==> config.mk <==
export PLATFORM = sky130hd
export DESIGN_NAME = clk_ratio_monitor_flat
export DESIGN_NICKNAME = d
export VERILOG_FILES = /design/src/rtl/clk_ratio_monitor_if.sv /design/src/rtl/clk_ratio_monitor.sv /design/src/flat_wrapper.sv
export SDC_FILE = /design/constraint.sdc
export NUM_CORES = 1
export LEC_CHECK = 0
export ABC_AREA = 1
export CAP_MARGIN = 20
export CORE_UTILIZATION = 35
export CTS_BUF_LIST = sky130_fd_sc_hd__clkbuf_2
export CTS_CLUSTER_DIAMETER = 30
export DETAILED_ROUTE_END_ITERATION = 12
export PLACE_DENSITY = 0.54
export SLEW_MARGIN = 40
export SYNTH_ARGS = -nofsm -noshare
export SYNTH_HDL_FRONTEND = slang
export SYNTH_SLANG_ARGS = --single-unit
==> constraint.sdc <==
create_clock -name clk -period 6.6 [get_ports clk]
set_clock_uncertainty 0.15 [all_clocks]
set_input_delay 1.32 -clock clk [delete_from_list [all_inputs] [get_ports clk]]
set_output_delay 1.32 -clock clk [all_outputs]
set_load 0.02 [all_outputs]
==> src/rtl/clk_ratio_monitor_if.sv <==
// Signal bundle between a divider-under-test environment and clk_ratio_monitor:
// the divided clock, measurement configuration and measurement results.
interface clk_ratio_monitor_if #(
  parameter int CW = 8
);
  logic          en;
  logic          div_in;
  logic [CW-1:0] exp_period;
  logic [CW-1:0] exp_high;
  logic [3:0]    tol;
  logic [CW-1:0] period;
  logic [CW-1:0] high_time;
  logic          meas_valid;
  logic          err;
  logic          locked;

  modport master (
    output en, div_in, exp_period, exp_high, tol,
    input  period, high_time, meas_valid, err, locked
  );

  modport slave (
    input  en, div_in, exp_period, exp_high, tol,
    output period, high_time, meas_valid, err, locked
  );
endinterface

==> src/rtl/clk_ratio_monitor.sv <==
// Samples an asynchronous divided clock with clk, measures each period and high
// time, checks them against expected values with a tolerance and tracks lock.
module clk_ratio_monitor #(
  parameter int CW       = 8,
  parameter int LOCK_CNT = 4
) (
  input  logic                clk,
  input  logic                rst_n,
  clk_ratio_monitor_if.slave  mon
);

  typedef enum logic [1:0] {
    IDLE,
    WAIT_RISE,
    MEASURE
  } state_t;

  localparam logic [CW-1:0] CNT_MAX  = '1;
  localparam logic [3:0]    LOCK_TGT = 4'(LOCK_CNT);

  state_t        state, state_next;
  logic          s1, s2, s3;
  logic          rise, fall;
  logic [CW-1:0] cnt, cnt_next;
  logic [CW-1:0] h_reg, h_next;
  logic [3:0]    good_cnt, good_next, good_inc;
  logic [CW-1:0] period_q, period_next;
  logic [CW-1:0] high_q, high_next;
  logic          valid_q, valid_next;
  logic          err_q, err_next;
  logic          locked_q, locked_next;

  logic [CW:0]   p_ext, ep_ext, h_ext, eh_ext;
  logic [CW:0]   p_diff, h_diff, tol_ext;
  logic          meas_good;

  // The synchronizer keeps sampling while disabled so re-enabling never sees a stale edge.
  always_ff @(posedge clk or negedge rst_n) begin
    if (!rst_n) begin
      s1 <= 1'b0;
      s2 <= 1'b0;
      s3 <= 1'b0;
    end else begin
      s1 <= mon.div_in;
      s2 <= s1;
      s3 <= s2;
    end
  end

  assign rise = s2 & ~s3;
  assign fall = ~s2 & s3;

  assign p_ext   = {1'b0, cnt};
  assign ep_ext  = {1'b0, mon.exp_period};
  assign h_ext   = {1'b0, h_reg};
  assign eh_ext  = {1'b0, mon.exp_high};
  assign tol_ext = (CW+1)'(mon.tol);
  assign p_diff  = (p_ext >= ep_ext) ? (p_ext - ep_ext) : (ep_ext - p_ext);
  assign h_diff  = (h_ext >= eh_ext) ? (h_ext - eh_ext) : (eh_ext - h_ext);
  assign meas_good = (p_diff <= tol_ext) && (h_diff <= tol_ext);
  assign good_inc  = (good_cnt >= LOCK_TGT) ? LOCK_TGT : (good_cnt + 4'd1);

  always_ff @(posedge clk or negedge rst_n) begin
    if (!rst_n) begin
      state    <= IDLE;
      cnt      <= '0;
      h_reg    <= '0;
      good_cnt <= '0;
      period_q <= '0;
      high_q   <= '0;
      valid_q  <= 1'b0;
      err_q    <= 1'b0;
      locked_q <= 1'b0;
    end else begin
      state    <= state_next;
      cnt      <= cnt_next;
      h_reg    <= h_next;
      good_cnt <= good_next;
      period_q <= period_next;
      high_q   <= high_next;
      valid_q  <= valid_next;
      err_q    <= err_next;
      locked_q <= locked_next;
    end
  end

  // A rise in MEASURE takes priority over the timeout so a period of exactly CNT_MAX is reported.
  always_comb begin
    state_next  = state;
    cnt_next    = cnt;
    h_next      = h_reg;
    good_next   = good_cnt;
    period_next = period_q;
    high_next   = high_q;
    valid_next  = 1'b0;
    err_next    = err_q;
    locked_next = locked_q;
    if (!mon.en) begin
      state_next  = IDLE;
      cnt_next    = '0;
      h_next      = '0;
      good_next   = '0;
      period_next = '0;
      high_next   = '0;
      err_next    = 1'b0;
      locked_next = 1'b0;
    end else begin
      case (state)
        IDLE: begin
          state_next = WAIT_RISE;
        end
        WAIT_RISE: begin
          if (rise) begin
            cnt_next   = CW'(1);
            state_next = MEASURE;
          end
        end
        MEASURE: begin
          if (rise) begin
            period_next = cnt;
            high_next   = h_reg;
            valid_next  = 1'b1;
            cnt_next    = CW'(1);
            if (meas_good) begin
              good_next = good_inc;
              if (good_inc == LOCK_TGT) begin
                locked_next = 1'b1;
              end
            end else begin
              good_next   = '0;
              locked_next = 1'b0;
              err_next    = 1'b1;
            end
          end else if (cnt == CNT_MAX) begin
            err_next    = 1'b1;
            locked_next = 1'b0;
            good_next   = '0;
            state_next  = WAIT_RISE;
          end else begin
            cnt_next = cnt + CW'(1);
            if (fall) begin
              h_next = cnt;
            end
          end
        end
        default: begin
          state_next = IDLE;
        end
      endcase
    end
  end

  assign mon.period     = period_q;
  assign mon.high_time  = high_q;
  assign mon.meas_valid = valid_q;
  assign mon.err        = err_q;
  assign mon.locked     = locked_q;

endmodule

==> src/flat_wrapper.sv <==
// flat-port wrapper written by rule: the top's interface ports become plain ports
module clk_ratio_monitor_flat 
#(
  parameter int CW       = 8,
  parameter int LOCK_CNT = 4
)
  (clk, rst_n, mon_en, mon_div_in, mon_exp_period, mon_exp_high, mon_tol, mon_period, mon_high_time, mon_meas_valid, mon_err, mon_locked);
  clk_ratio_monitor_if #(.CW(CW)) mon_i ();
  input  logic clk;
  input  logic rst_n;
  input wire logic [$bits(mon_i.en)-1:0] mon_en;
  input wire logic [$bits(mon_i.div_in)-1:0] mon_div_in;
  input wire logic [$bits(mon_i.exp_period)-1:0] mon_exp_period;
  input wire logic [$bits(mon_i.exp_high)-1:0] mon_exp_high;
  input wire logic [$bits(mon_i.tol)-1:0] mon_tol;
  output wire logic [$bits(mon_i.period)-1:0] mon_period;
  output wire logic [$bits(mon_i.high_time)-1:0] mon_high_time;
  output wire logic [$bits(mon_i.meas_valid)-1:0] mon_meas_valid;
  output wire logic [$bits(mon_i.err)-1:0] mon_err;
  output wire logic [$bits(mon_i.locked)-1:0] mon_locked;
  assign mon_i.en = mon_en;
  assign mon_i.div_in = mon_div_in;
  assign mon_i.exp_period = mon_exp_period;
  assign mon_i.exp_high = mon_exp_high;
  assign mon_i.tol = mon_tol;
  assign mon_period = mon_i.period;
  assign mon_high_time = mon_i.high_time;
  assign mon_meas_valid = mon_i.meas_valid;
  assign mon_err = mon_i.err;
  assign mon_locked = mon_i.locked;
  clk_ratio_monitor #(.CW(CW), .LOCK_CNT(LOCK_CNT)) u_core (.clk(clk), .rst_n(rst_n), .mon(mon_i));
endmodule
==> reports/results.ini, run 1 <==
[flow_run]
cap_violations = 0

[power]
peakVddDrop_mv = 0.154
p_per_area_nw_per_um2 = 146
switchingPower_uw = 228
internal_power_uw = 421
p_clk_share_pct = 23.2
p_leak_nw = 2.36
pwr-share-seq_pct = 44.6
pwr-share-comb_pct = 32.2
switching_share_pct = 35.1

[setup_path]
worst-path-max-fanout = 9
r2r-end = u_core.mon.locked
critical_path_arrival_ns = 4.75
cp-end-kind = flop
reg2reg_slack_ns = 3.00
r2r_start = u_core.cnt[7]
path_class = input pin to flop
r2r_cells = 21
critPathLaunchType = input pin
cp.required_ns = 6.79

[drt]
drt_wl_total_mm = 9.58
drtPass1Iterations = 4
vias = 3531
drtIter0Drc = 110
ant_nets = 0
vias_per_cell = 4.78
drc_errors = 0
wl_per_cell_um = 13.0

[cells_and_area]
area_growth_pct = 16.8
design_area_um2 = 4450
n_antenna_cell = 0
drive_above_1_share_pct = 5.80
layout_commonest_cell = nand2_1
final_cell_mix = nand2_1, inv_1, dfrtp_1
layout.nets = 672

[min_path]
hold_end = u_core.s2
hold_depth = 0
hp-start = u_core.s1
min_path_type = flop to flop

[timing]
finalCritPeriodShare_pct = 69.0
maxSlewViolCount = 0
setup_tns_ns = 0
worst_pin_slew_ns = 0.672
finalCriticalPeriod_ns = 4.56
rsz0062_at_grt = false
fmax_mhz = 219
finalSetupViolCount = 0
final-hold-violation-count = 0
max-slew-margin-rel_pct = 54.9

[place]
hpwl_mm = 7.94
io_buffers = 42
place.gp.congestion = 0.855
dpl_cell_area_um2 = 4380

[global_routing]
grt_pass1_vias = 3398
overflow = 0
grt_pass1_wl_mm = 16.2
antenna_found_initial = 0
track_usage_pct = 18.0
grt_max_degree = 45

[synthesis]
netlist_instances = 557
synthesis.area_um2 = 3810
synth_cell_types = 33
yosysWarnings = 0
synthTopCellsByArea = dfrtp_1, nand2_1, ha_1
synth_top_area_cell = dfrtp_1
synth-seq-area-share_pct = 28.9
avgSynthCellArea_um2 = 6.84
synth.top_cell.area_share_pct = 28.9
synth_fp_nets = 627
synth_seq_cells = 44

[status]
outcome = completed

[clock_tree]
htree_levels = 2
clk_path_buf_depth = 2
clk_latency_ns = 0.41
cts_tree = yes
holdBufCountCts = 0
clock-sinks = 44
cts-resized-gates = 0
root_buffer = clkbuf_2
cts_buffers = 5
cts_setup_buffers = 0
clkTransAtPathRegs_ns = 0.21

[floorplan]
num_rows = 37
die_w_um = 106
dieArea_um2 = 11300
io_pins = 43
fp.dieH_um = 106
core_um2 = 10400
start_util_pct = 36.6

==> synthesized netlist by cell type <==
library cell and instances:
nor2_2 4, nor3_1 4, clkinv_1 1, nand3_4 1
nor2_1 35, fa_1 4, nand2_8 1, a21oi_1 26
o311ai_0 1, nor3b_2 1, inv_1 107, or2_2 1
nor2_4 2, nand2_4 2, nand3_1 28, xor2_1 6
ha_1 42, nand2_1 167, o22ai_1 11, nand3_2 2
buf_2 3, nor3_2 1, nor3b_1 2, o21bai_1 1
a21oi_2 1, nand2_2 6, nand4_1 10, inv_2 4
o211ai_1 2, clkbuf_1 2, dfrtp_1 44, o21ai_0 33
a31oi_1 2
==> cells by family after synthesis <==
kind of cell               count (synthesis)  share of synthesized area (%)
adders and majority gates                 46                           15.9
xor gates and xnor gates                   6                           1.38
buffers and inverters                    117                           11.6
and+or+nand+nor                          267                           31.2
DFF                                       44                           28.9
AOI/OAI and AO/OA                         77                           10.9
==> worst max path at each step <==
stage	cells after the start	slack, ns	start	end
after detailed placement	24	1.60	mon_exp_period[7]	u_core.mon.err
after global placement	24	1.62	mon_exp_period[6]	u_core.mon.err
final	23	2.04	mon_exp_period[6]	u_core.mon.locked
after global routing	26	1.73	mon_exp_period[5]	u_core.mon.err
after CTS	24	2.06	mon_exp_period[4]	u_core.mon.err
after floorplan	25	2.59	mon_exp_period[4]	u_core.mon.err
==> power groups by stage <==
stage | Combinational, mW | Clock (mW) | Sequential (mW)
6_report | 0.209 | 0.151 | 0.290
5_1_grt | 0.244 | 0.167 | 0.291
4_1_cts | 0.211 | 0.157 | 0.290
3_5_place_dp | 0.209 | 0 | 0.295
3_3_place_gp | 0.207 | 0 | 0.295
2_1_floorplan | 0.144 | 0 | 0.294
==> metal layers <==
layer  GRT usage [%]  routed length, µm  vias to the layer above
met2            29.4               4250                       61
met4            4.86                140                        0
met3            1.66                266                        8
met5               0                  0                        -
met1            25.3               4920                     1614
li1                -                  -                     1848
==> critical path, stage by stage <==
cell and delay, ns:
clkdlybuf4s50_1 0.49, inv_1 0.05, ha_1 0.41, nand2_1 0.12, nor2_1 0.21, nand2_1 0.11
nand3_2 0.10, inv_2 0.05, nand2_4 0.10, nand3_1 0.08, o21ai_0 0.10, xor2_1 0.21
inv_1 0.06, ha_1 0.28, a21oi_1 0.16, nand2_1 0.08, a21oi_1 0.15, nand2_1 0.07
nor2_1 0.10, nand2_1 0.07, nor2_2 0.09, nand3_2 0.15, a21oi_1 0.17
==> per-stage QoR <==
stage | instances | utilization, % | setup WS (ns) | hold slack [ns] | total power [mW]
floorplan | 557 | - | 2.59 | 0.181 | 0.438
global placement | 731 | 42.0 | 1.62 | 0.184 | 0.502
detailed placement | 731 | 42.1 | 1.60 | 0.190 | 0.504
CTS | 739 | 42.7 | 2.06 | 0.236 | 0.658
global route | 739 | 42.7 | 1.73 | 0.243 | 0.702
finish | 739 | 42.7 | 2.04 | 0.230 | 0.650
==> area by class of cell <==
cell class,instances,area (µm²)
repair buffers,43,425
fillers,1095,5970
multi-input cells,396,2260
well taps,136,170
inverters,112,420
clock buffers,5,25.0
flip-flops and latches,44,1100
clock inverters,3,42.5
(Power assumes the default switching activity.)
==> run 2, diff against run 1 <==
Settings changed: PLACE_DENSITY 0.54 to 0.56.
Clock period 6.6 ns to 3.9 ns, I/O delays scaled along.
==> reports/results.ini, run 2 (synthesis results as in run 1) <==
[clock_tree]
root_buffer = clkbuf_2  ; unchanged
clk_latency_ns = 0.41  ; about the same
clock-sinks = 44  ; unchanged
htree_levels = 2  ; unchanged
cts_buffers = 5  ; unchanged
holdBufCountCts = 0  ; unchanged
clkTransAtPathRegs_ns = 0.22  ; was 0.21 ns
cts_tree = yes  ; unchanged
clk_path_buf_depth = 2  ; unchanged

[cells_and_area]
n_antenna_cell = 0  ; unchanged
fin_util_pct = 50.3  ; was 42.7%
area_growth_pct = 37.5  ; was 16.8%
drive_above_1_share_pct = 20.2  ; was 5.80%
stdcell_count = 819  ; was 739
final_cell_mix = nand2_1, inv_1, buf_4  ; was nand2_1, inv_1, dfrtp_1
layout.nets = 752  ; was 672
fill_cells = 1046  ; was 1,095
layout_commonest_cell = nand2_1  ; unchanged

[global_routing]
overflow = 0  ; unchanged
grt_max_degree = 45  ; unchanged
grt_pass1_wl_mm = 17.8  ; was 16.2 mm
antenna_found_initial = 0  ; unchanged
grt_pass1_vias = 3826  ; was 3,398
track_usage_pct = 19.6  ; was 18.0%

[status]
outcome = completed  ; unchanged

[timing]
final-hold-violation-count = 0  ; unchanged
fmax_mhz = 276
worst_pin_slew_ns = 0.703  ; was 0.672 ns
finalCriticalPeriod_ns = 3.63
maxSlewViolCount = 0  ; unchanged
finalSetupViolCount = 0  ; unchanged
finalCritPeriodShare_pct = 93.0
max-slew-margin-rel_pct = 52.8  ; was 54.9%

[power]
p_leak_nw = 2.77  ; was 2.36 nW
peakVddDrop_mv = 0.256  ; was 0.154 mV
report.power.total_mw = 1.12  ; was 650 µW
p_per_area_nw_per_um2 = 213  ; was 146 nW/µm²

[floorplan]
fp.dieH_um = 106  ; unchanged
die_w_um = 106  ; unchanged
num_rows = 37  ; unchanged
dieArea_um2 = 11300  ; unchanged
start_util_pct = 36.6  ; unchanged
core_um2 = 10400  ; unchanged
io_pins = 43  ; unchanged

[drt]
vias_per_cell = 4.77  ; was 4.78
drtPass1Iterations = 4  ; unchanged
drt_wl_total_mm = 10.6  ; was 9.58 mm
ant_nets = 0  ; unchanged
wl_per_cell_um = 13.0  ; about the same
drc_errors = 0  ; unchanged
vias = 3903  ; was 3,531
drtIter0Drc = 166  ; was 110

[setup_path]
critPathLaunchType = input pin  ; unchanged
critical_path_arrival_ns = 3.79  ; was 4.75 ns
worst-path-max-fanout = 6  ; was 9
cp.required_ns = 4.07  ; was 6.79 ns
path_class = input pin to flop  ; unchanged
cp-end-kind = flop  ; unchanged

[place]
dp.cells = 810  ; was 731
hpwl_mm = 8.59  ; was 7.94 mm
place.gp.congestion = 0.854  ; was 0.855
io_buffers = 42  ; unchanged

[flow_run]
cap_violations = 0  ; unchanged

[min_path]
min_path_type = input pin to asynchronous set/reset pin  ; was flop to flop

-- run 2: stage by stage --
stage	area, µm²	setup TNS [ns]	setup WS, ns	hold WS (ns)
after global routing	5240	-0.0136	-0.0136	0.154
final	5240	0	0.274	0.173
after detailed placement	4970	-2.20	-0.465	0.188
after floorplan	3810	0	0.432	0.181
after CTS	5020	0	0.000589	0.173
after global placement	4970	-1.71	-0.372	0.185
-- run 2: power breakdown --
part | total, mW | internal, mW | switching, mW
Sequential | 0.490 | 0.475 | 0.0151
Clock | 0.189 | 0.0447 | 0.144
Combinational | 0.439 | 0.192 | 0.246
Total | 1.12 | 0.712 | 0.405
-- run 2: cell type report --
| type | count | area [µm²] | share of cell area [%] |
|---|---|---|---|
| clock buffer | 6 | 30.0 | 0.574 |
| multi-input combinational | 396 | 2470 | 47.2 |
| sequential | 44 | 1100 | 21.0 |
| inverter | 112 | 420 | 8.03 |
| tap | 136 | 170 | 3.25 |
| clock inverter | 2 | 11.3 | 0.215 |
| timing repair buffer | 123 | 1030 | 19.7 |
-- run 2: what timing repair did --
action,in CTS,in global routing
setup buffers,0,1
pin swaps,0,9
resized for setup,1,36
endpoints found under the hold margin,0,0
endpoints found under the setup margin,2,5
-- run 2: per-layer routing --
metal  wire length (µm)  track usage, %
met1               5070            26.4
met2               5140            33.2
met3                253            2.02
met4                145            5.75
met5                  0               0
-- run 2: worst paths after layout --
check | slack [ns] | to | cells past startpoint | from
worst min register to register | 0.23 | u_core.s2 | 0 | u_core.s1
worst max register to register | 0.67 | u_core.mon.err | 22 | u_core.cnt[7]
worst max-delay path | 0.27 | u_core.mon.err | 24 | mon_exp_period[5]
worst min-delay path | 0.17 | u_core.mon.high_time[4] | 1 | rst_n
max in group asynchronous | 3.04 | u_core.cnt[0] | 1 | rst_n
min in group clk | 0.23 | u_core.s2 | 0 | u_core.s1
-- run 2: critical path, cell delays in order --
cell             delay [ns]
clkdlybuf4s50_1        0.49
inv_1                  0.07
ha_4                   0.30
nand2_1                0.08
nor2_2                 0.14
nand2_1                0.07
nand3_2                0.09
inv_2                  0.05
nand2_4                0.09
nand3_1                0.09
o21ai_2                0.08
xor2_1                 0.15
inv_1                  0.05
ha_1                   0.28
a21oi_1                0.15
nand2_1                0.07
a21oi_1                0.12
nand2_1                0.06
nor2_1                 0.08
nand2_1                0.07
nor2_2                 0.15
nand3_4                0.13
nand3_1                0.09
nand2_1                0.06
==> run 3, diff against run 2 <==
Settings changed: MAX_ROUTING_LAYER set to met4.
==> reports/results.ini, run 3 (synthesis results as in run 1) <==
[place]
hpwl_mm = 8.50  ; was 8.59 mm
post-place-ws_ns = -0.386  ; was -0.465 ns
io_buffers = 42  ; unchanged
place.gp.congestion = 0.873  ; was 0.854

[setup_path]
path_class = input pin to flop  ; unchanged
critPathLaunchType = input pin  ; unchanged
cp-end-kind = flop  ; unchanged
reg2reg_slack_ns = 0.64  ; was 0.67 ns
worst-path-max-fanout = 6  ; unchanged
critical_path_arrival_ns = 3.90  ; was 3.79 ns
cp.required_ns = 4.13  ; was 4.07 ns

[clock_tree]
clock-sinks = 44  ; unchanged
clk_path_buf_depth = 2  ; unchanged
holdBufCountCts = 0  ; unchanged
root_buffer = clkbuf_2  ; unchanged
cts_tree = yes  ; unchanged
clkTransAtPathRegs_ns = 0.23  ; was 0.22 ns
cts_buffers = 5  ; unchanged
clk_latency_ns = 0.42  ; was 0.41 ns
htree_levels = 2  ; unchanged

[global_routing]
grt_pass1_vias = 3637  ; was 3,826
overflow = 0  ; unchanged
grt_max_degree = 45  ; unchanged
antenna_found_initial = 0  ; unchanged
grt_pass1_wl_mm = 17.1  ; was 17.8 mm
track_usage_pct = 19.5  ; was 19.6%

[cells_and_area]
layout.nets = 750  ; was 752
n_antenna_cell = 0  ; unchanged
layout_commonest_cell = nand2_1  ; unchanged
drive_above_1_share_pct = 17.8  ; was 20.2%
area_growth_pct = 33.6  ; was 37.5%
final_cell_mix = nand2_1, inv_1, buf_4  ; unchanged

[timing]
finalCritPeriodShare_pct = 93.9  ; was 93.0%
final-hold-violation-count = 0  ; unchanged
finalCriticalPeriod_ns = 3.66  ; was 3.63 ns
fin_ws_ns = 0.238  ; was 0.274 ns
rsz0062_at_grt = false
max-slew-margin-rel_pct = 53.8  ; was 52.8%
maxSlewViolCount = 0  ; unchanged
finalSetupViolCount = 0  ; unchanged
whs_ns = 0.146  ; was 0.173 ns
worst_pin_slew_ns = 0.688  ; was 0.703 ns
fmax_mhz = 273  ; was 276 MHz

[floorplan]
start_util_pct = 36.6  ; unchanged
core_um2 = 10400  ; unchanged
dieArea_um2 = 11300  ; unchanged
fp.dieH_um = 106  ; unchanged
io_pins = 43  ; unchanged
num_rows = 37  ; unchanged
die_w_um = 106  ; unchanged

[power]
p_leak_nw = 2.72  ; was 2.77 nW
peakVddDrop_mv = 0.256  ; about the same
p_per_area_nw_per_um2 = 219  ; was 213 nW/µm²
report.power.total_mw = 1.11  ; was 1.12 mW

[status]
outcome = completed  ; unchanged

[flow_run]
cap_violations = 0  ; unchanged

[drt]
drt_wl_total_mm = 10.3  ; was 10.6 mm
vias_per_cell = 4.64  ; was 4.77
drtPass1Iterations = 4  ; unchanged
wl_per_cell_um = 12.6  ; was 13.0 µm
drc_errors = 0  ; unchanged
ant_nets = 0  ; unchanged
drtIter0Drc = 143  ; was 166
vias = 3792  ; was 3,903

[min_path]
min_path_type = input pin to asynchronous set/reset pin  ; unchanged

run 3: cell count changes in the layout (fill, tap and decap cells not counted), moves of 3 or more:
cell / previous run / this run
ha_4: 13 / 5
ha_1: 29 / 35
clkdlybuf4s50_1: 38 / 41
dlymetal6s2s_1: 3 / 0
nor2_1: 32 / 35
nor2_2: 7 / 4
run 3: layout make-up:
type	instances	area [µm²]
flip-flops and latches	44	1100
inverters	112	420
multi-input cells	396	2340
clock inverters	3	17.5
repair buffers	121	1010
well taps	136	170
clock buffers	5	25.0
fillers	1077	5330
run 3: critical path: stages:
cell and delay, ns:
clkdlybuf4s50_1 0.48, inv_1 0.05, ha_1 0.35, nand2_2 0.13, inv_1 0.07, nand2_2 0.10, nand3_4 0.09, nand2_4 0.09
nand2_8 0.05, o21ai_1 0.14, xor2_1 0.15, inv_1 0.05, ha_1 0.31, a21oi_1 0.14, o21ai_0 0.09, nand2_1 0.06
nand2_1 0.05, nand2_1 0.06, nand2_1 0.05, nor2_1 0.10, nand2_1 0.07, nor2_2 0.12, nand3_4 0.12, nand2_1 0.08
nand2_1 0.05, nand2_1 0.05
run 3: through the flow:
stage,std cells,utilization (%),TNS [ns],cell area [µm²]
3_5_place_dp,809,47.7,-1.80,4970
2_1_floorplan,557,-,0,3810
3_3_place_gp,809,47.7,-1.45,4960
6_report,817,48.8,0,5090
4_1_cts,817,48.1,0,5010
5_1_grt,817,48.8,0,5090
run 3: path summary, 6_finish.rpt:
check                                     start                   end  cells past startpoint
max in group asynchronous                 rst_n         u_core.cnt[2]                      1
worst min register to register        u_core.s1             u_core.s2                      0
worst min-delay path                      rst_n  u_core.mon.period[6]                      1
min in group clk                      u_core.s1             u_core.s2                      0
worst max-delay path            mon_exp_high[3]        u_core.mon.err                     26
worst max register to register    u_core.cnt[7]        u_core.mon.err                     23
run 3: power by group:
part / switching (mW) / internal, mW / leakage [nW]
combinational: 0.238 / 0.184 / 2.09
sequential: 0.0146 / 0.475 / 0.601
clock: 0.156 / 0.0438 / 0.0308
total: 0.409 / 0.703 / 2.72
run 3: what timing repair did:
item / 4_1_cts / 5_1_grt
gates resized for setup: 0 / 14
buffers inserted: 0 / 0
endpoints found under the setup margin: 0 / 5
run 3: metal layers:
metal / wire length, µm / vias up / part of all wire, % / track usage [%]
li1: - / 1996 / - / -
met4: 214 / 0 / 2.1 / 5.85
met5: 0 / - / 0 / -
met1: 5020 / 1722 / 49 / 26.2
met2: 4700 / 57 / 46 / 30.8
met3: 342 / 17 / 3.3 / 2.15
